**src/rtl/conv_engine.sv**
```systemverilog
// conv_engine: N_CH-lane 2-D convolution engine.
// Image/filter buffers, one-tap-per-cycle MAC, valid/ready result port.
module conv_engine #(
    parameter int IMG_W  = 16,
    parameter int K      = 4,
    parameter int N_CH   = 4,
    parameter int DW     = 8,
    parameter int AW     = 32,
    parameter int STRIDE = 1
) (
    input  logic               clk,
    input  logic               rst,
    input  logic               load_img_en,
    input  logic               load_flt_en,
    input  logic [DW-1:0]      load_data,
    input  logic               start,
    output logic               busy,
    output logic               done,
    output logic               out_valid,
    input  logic               out_ready,
    output logic [N_CH*AW-1:0] out_data,
    output logic [7:0]         out_row,
    output logic [7:0]         out_col
);

    localparam int OW   = (IMG_W - K) / STRIDE + 1;
    localparam int NPIX = IMG_W * IMG_W;
    localparam int NTAP = N_CH * K * K;
    localparam int IA   = NPIX > 1 ? $clog2(NPIX) : 1;
    localparam int FA   = NTAP > 1 ? $clog2(NTAP) : 1;
    localparam int TW   = K > 1 ? $clog2(K) : 1;

    typedef enum logic [1:0] {
        S_IDLE,
        S_MAC,
        S_OUT,
        S_FIN
    } state_t;

    state_t          state;
    logic [DW-1:0]   img_mem [NPIX];
    logic [DW-1:0]   flt_mem [NTAP];
    logic [IA-1:0]   img_ptr;
    logic [FA-1:0]   flt_ptr;
    logic [TW-1:0]   ti;
    logic [TW-1:0]   tj;
    logic [AW-1:0]   acc [N_CH];
    logic [IA-1:0]   pix_addr;
    logic [DW-1:0]   pix;
    logic [2*DW-1:0] prod [N_CH];
    logic            img_we;
    logic            flt_we;
    logic            last_tap;
    logic            last_pos;

    // image has priority when both enables are high; nothing loads mid-pass
    assign img_we = load_img_en & ~busy;
    assign flt_we = load_flt_en & ~load_img_en & ~busy;

    assign last_tap = (ti == TW'(K - 1)) && (tj == TW'(K - 1));
    assign last_pos = (out_row == 8'(OW - 1)) && (out_col == 8'(OW - 1));

    // storage is written only by loads and needs no reset
    always_ff @(posedge clk) begin
        if (img_we) img_mem[img_ptr] <= load_data;
        if (flt_we) flt_mem[flt_ptr] <= load_data;
    end

    // load pointers advance per accepted word and wrap at buffer end
    always_ff @(posedge clk or posedge rst) begin
        if (rst) begin
            img_ptr <= '0;
            flt_ptr <= '0;
        end else begin
            if (img_we) begin
                if (img_ptr == IA'(NPIX - 1)) img_ptr <= '0;
                else img_ptr <= img_ptr + 1'b1;
            end
            if (flt_we) begin
                if (flt_ptr == FA'(NTAP - 1)) flt_ptr <= '0;
                else flt_ptr <= flt_ptr + 1'b1;
            end
        end
    end

    // current tap: one shared pixel, one weight per lane
    always_comb begin
        pix_addr = (IA'(out_row) * IA'(STRIDE) + IA'(ti)) * IA'(IMG_W)
                 + IA'(out_col) * IA'(STRIDE) + IA'(tj);
        pix = img_mem[pix_addr];
        for (int n = 0; n < N_CH; n++) begin
            prod[n] = {{DW{1'b0}}, pix}
                    * {{DW{1'b0}}, flt_mem[FA'(n) * FA'(K * K)
                                           + FA'(ti) * FA'(K)
                                           + FA'(tj)]};
        end
    end

    // pass sequencer: accumulate a window, present it, step position
    always_ff @(posedge clk or posedge rst) begin
        if (rst) begin
            state     <= S_IDLE;
            busy      <= 1'b0;
            done      <= 1'b0;
            out_valid <= 1'b0;
            out_data  <= '0;
            out_row   <= '0;
            out_col   <= '0;
            ti        <= '0;
            tj        <= '0;
            for (int n = 0; n < N_CH; n++) acc[n] <= '0;
        end else begin
            unique case (state)
                S_IDLE: begin
                    if (start) begin
                        state   <= S_MAC;
                        busy    <= 1'b1;
                        out_row <= '0;
                        out_col <= '0;
                        ti      <= '0;
                        tj      <= '0;
                        for (int n = 0; n < N_CH; n++) acc[n] <= '0;
                    end
                end
                S_MAC: begin
                    for (int n = 0; n < N_CH; n++)
                        acc[n] <= acc[n] + AW'(prod[n]);
                    if (last_tap) begin
                        state <= S_OUT;
                        ti    <= '0;
                        tj    <= '0;
                    end else if (tj == TW'(K - 1)) begin
                        tj <= '0;
                        ti <= ti + 1'b1;
                    end else begin
                        tj <= tj + 1'b1;
                    end
                end
                S_OUT: begin
                    if (!out_valid) begin
                        out_valid <= 1'b1;
                        for (int n = 0; n < N_CH; n++)
                            out_data[n*AW +: AW] <= acc[n];
                    end else if (out_ready) begin
                        out_valid <= 1'b0;
                        if (last_pos) begin
                            state <= S_FIN;
                            done  <= 1'b1;
                        end else begin
                            state <= S_MAC;
                            for (int n = 0; n < N_CH; n++) acc[n] <= '0;
                            if (out_col == 8'(OW - 1)) begin
                                out_col <= '0;
                                out_row <= out_row + 1'b1;
                            end else begin
                                out_col <= out_col + 1'b1;
                            end
                        end
                    end
                end
                S_FIN: begin
                    state <= S_IDLE;
                    done  <= 1'b0;
                    busy  <= 1'b0;
                end
            endcase
        end
    end

endmodule

```
**config.mk**
```make
export PLATFORM = sky130hd
export DESIGN_NAME = conv_engine
export DESIGN_NICKNAME = d
export VERILOG_FILES = /design/src/rtl/conv_engine.sv
export SDC_FILE = /design/constraint.sdc
export NUM_CORES = 2
export LEC_CHECK = 0
export ABC_AREA = 1
export CAP_MARGIN = 20
export CORE_ASPECT_RATIO = 1.4
export CORE_UTILIZATION = 60
export DETAILED_ROUTE_END_ITERATION = 10
export GPL_ROUTABILITY_DRIVEN = 0
export PLACE_DENSITY = 0.77
export SETUP_SLACK_MARGIN = 0.2
export SLEW_MARGIN = 20
export SYNTH_ARGS = -nofsm -noshare
export SYNTH_HDL_FRONTEND = slang
export SYNTH_SLANG_ARGS = --single-unit
```
**constraint.sdc**
```tcl
create_clock -name clk -period 25.8 [get_ports clk]
set_input_delay 6.45 -clock clk [delete_from_list [all_inputs] [get_ports clk]]
set_output_delay 6.45 -clock clk [all_outputs]
set_load 0.01 [all_outputs]
```
==> out/summary.txt <==
Async S/R FF share, synth: 0.103
Setup TNS: 0 ns
Top_reg_cell synth: edfxtp_1
Total gr overflow: 0
Ys Warns: 0
Net count, final: 11768
Layout cells sized above 1: 0.0534
Num rows: 200
WS Path Type: reg -> reg
Final min period: 11.26 ns
Met2 usage: 0.531
Final period util: 0.436
Initial Utilization: 0.603
Final number of max-transition violations: 0
Mux contribution to synthesized area: 0.0109
Slew @ Worst Pin: 1.18 ns
Crit path from: tj[0]
Status: completed
Hold endpoint: out_data[35]
DRC errors left: 0
Worst r2r src: tj[0]
Routed WL: 344000 um
DR pass1 iterations: 8
Fin. Hold Viols: 0
Arrival time at the worst endpoint: 12.08 ns
Post-Synth XOR/XNOR Area: 0.00289
Fmax: 88.8 MHz
Worst reg2reg path depth: 31
CTS tree: yes
Core area: 212000 sq um
First-pass GRT wire length: 517000 um
Register area share after synthesis: 0.659
Critical path peak fanout: 124
Final ANT Viol Nets: 0
Synth Area per Inst: 11.1 sq um
Total GRT Usage: 0.318
Most common cell after layout, fill and taps aside: nand2_1
CTS HTree Levels: 4
Die Ht: 548 um
Main combinational cell family by area after synthesis: simple AND/OR/NAND/NOR gates
Die ar.: 215000 sq um
Crit-path most repeated cell: nand3_1
Complex-gate fraction of the synthesized area: 0.0387
FF+latch count, synth: 2855
Final Skew: 0.0659 ns
Clk sinks: 2855
Mapped Nets: 11898
Total CTS buffers: 247
Worst R2R Setup Slack: 14.54 ns
CP max stage delay: 0.89 ns
Number of synthesized flops with an enable pin: 2560
Gr busiest metal: met2
Crit-path slowest cell: dfrtp_4
DP Wirelength: 208000 um
Setup bufs post-CTS: 0
I/O Pins: 161
Worst skew pair latency: 0.92 ns
Grt met1 use: 0.374
Number of global-route vias before repair: 88231
Cells after synthesis: 11500
Synth Area in Simple Gates: 0.189
CTS Buffer Depth: 4
Fill cells: 15168
Synth Area in Adders: 0.0495
M3 GR Usage: 0.0548
FF-to-FF End: acc[56]
CP Data Required Time: 26.62 ns
Slew headroom: 0.212
Initial antenna violation count: 5
Hold Crit Start: out_data[35]
Avg Vias per Cell: 6.14
Post-Synthesis Cell Area: 128000 sq um
Chip Width: 392 um
Hold buffers post-CTS: 0
CTS root buf: clkbuf_16
Via count: 88470
DRT iter0 DRCs: 10597
Commonest cells after routing, fill and taps aside: 2633 x nand2_1, 2560 x edfxtp_1, 2161 x nand3_1
RSZ-0062 raised after global routing: no
IO Port Bufs: 160
CP Launch Type: flip-flop
Hold/Removal Path Class: reg -> reg
Wire length per cell: 23.9 um
Post-CTS Resized: 0
P&R area growth vs syn: 8.94%
Final Setup Violations: 0
Crit end category: flip-flop
Clk pin slew, worst setup/hold paths: 0.07 ns
Synth unique cells: 50
Largest net degree at the start of global routing: 204
Max Cap Viol: 0
Worst hold stages: 2
[synthesized netlist by cell type (6+ instances only)]
| library cell | instances | share of area |
|---|---|---|
| nor2_2 | 12 | 0.00059 |
| nor3_1 | 66 | 0.0026 |
| a21oi_1 | 257 | 0.010 |
| a31oi_1 | 10 | 0.00049 |
| buf_2 | 331 | 0.013 |
| edfxtp_1 | 2560 | 0.60 |
| mux2i_1 | 97 | 0.0076 |
| clkbuf_1 | 230 | 0.0068 |
| buf_4 | 36 | 0.0021 |
| ha_1 | 182 | 0.018 |
| nor4_1 | 9 | 0.00044 |
| or2_2 | 27 | 0.0013 |
| buf_6 | 6 | 0.00053 |
| inv_1 | 876 | 0.026 |
| nand3_1 | 2168 | 0.085 |
| o22ai_1 | 31 | 0.0015 |
| a21o_1 | 9 | 0.00053 |
| inv_2 | 11 | 0.00032 |
| fa_1 | 202 | 0.032 |
| nand2_1 | 2637 | 0.077 |
| nand4_1 | 24 | 0.0012 |
| xor2_1 | 32 | 0.0022 |
| o211ai_1 | 54 | 0.0032 |
| nand3_2 | 9 | 0.00070 |
| nor2_1 | 636 | 0.019 |
| dfrtp_1 | 295 | 0.058 |
| buf_1 | 55 | 0.0016 |
| o21ai_0 | 550 | 0.022 |
| o21ai_1 | 9 | 0.00035 |
| mux2_2 | 38 | 0.0033 |
[cells by family (layout without fill, tap and decap cells)]
| family | Yosys count | count (layout) |
|---|---|---|
| simple gates | 5602 | 5602 |
| flops | 2855 | 2855 |
| buf+inv | 1549 | 1616 |
| compound gates | 938 | 938 |
| fa+ha+maj | 384 | 384 |
| mux | 135 | 135 |
| xor+xnor | 37 | 37 |
| other cells | 0 | 8 |
[worst max-delay path by stage]
stage / endpoint / cells past startpoint
5_1_grt: acc[121] / 32
4_1_cts: acc[56] / 31
3_3_place_gp: acc[60] / 31
3_5_place_dp: acc[56] / 31
2_1_floorplan: acc[0] / 1
6_report: acc[56] / 31
[per-stage QoR]
stage / utilization / area [sq um] / hold slack [ns] / setup slack (ns) / std cells
floorplan: - / 128000 / 0.455 / 11.20 / 11500
global placement: 0.618 / 131000 / 0.465 / 15.07 / 13949
detailed placement: 0.618 / 131000 / 0.472 / 14.94 / 13949
CTS: 0.657 / 139000 / 0.488 / 14.90 / 14395
global route: 0.657 / 139000 / 0.499 / 14.08 / 14396
finish: 0.657 / 139000 / 0.486 / 14.54 / 14403
[sequential cells by signal, summed over array words and instances, names as in the netlist]
register and flops:
acc 128, busy 1, done 1, flt_mem 512, flt_ptr 6, img_mem 2048
img_ptr 8, out_col 8, out_data 128, out_row 8, out_valid 1, state 2
ti 2, tj 2
[worst max-delay path: cells and delay by family, from the launching register on]
kind                     cells  cell delay, ns
AND/OR/NAND/NOR             16            3.12
flip-flops                   1            0.89
AO/OA/AOI/OAI                2            0.79
buffers and inverters        7            3.21
adder cells (fa/ha/maj)      6            2.83
[cell type report]
cell class	count	area, sq um	share of cell area
flip-flops and latches	2855	84300	0.605
multi-input cells	7096	37300	0.268
clock buffers	296	6480	0.0465
well taps	2828	3540	0.0254
inverters	891	3380	0.0243
repair buffers	279	2640	0.0189
clock inverters	150	1670	0.0120
diodes	8	20.0	0.000144
[per-layer routing]
| metal | part of all wire | vias to the layer above | wire length, um |
|---|---|---|---|
| met4 | 0.078 | 0 | 26700 |
| met2 | 0.49 | 5253 | 169000 |
| met1 | 0.34 | 42570 | 116000 |
| met3 | 0.095 | 1260 | 32500 |
| li1 | - | 39387 | - |
| met5 | 0 | - | 0 |
Power is not shown: default switching activity piles up to over one toggle a cycle in this logic, so the estimate is an artifact.
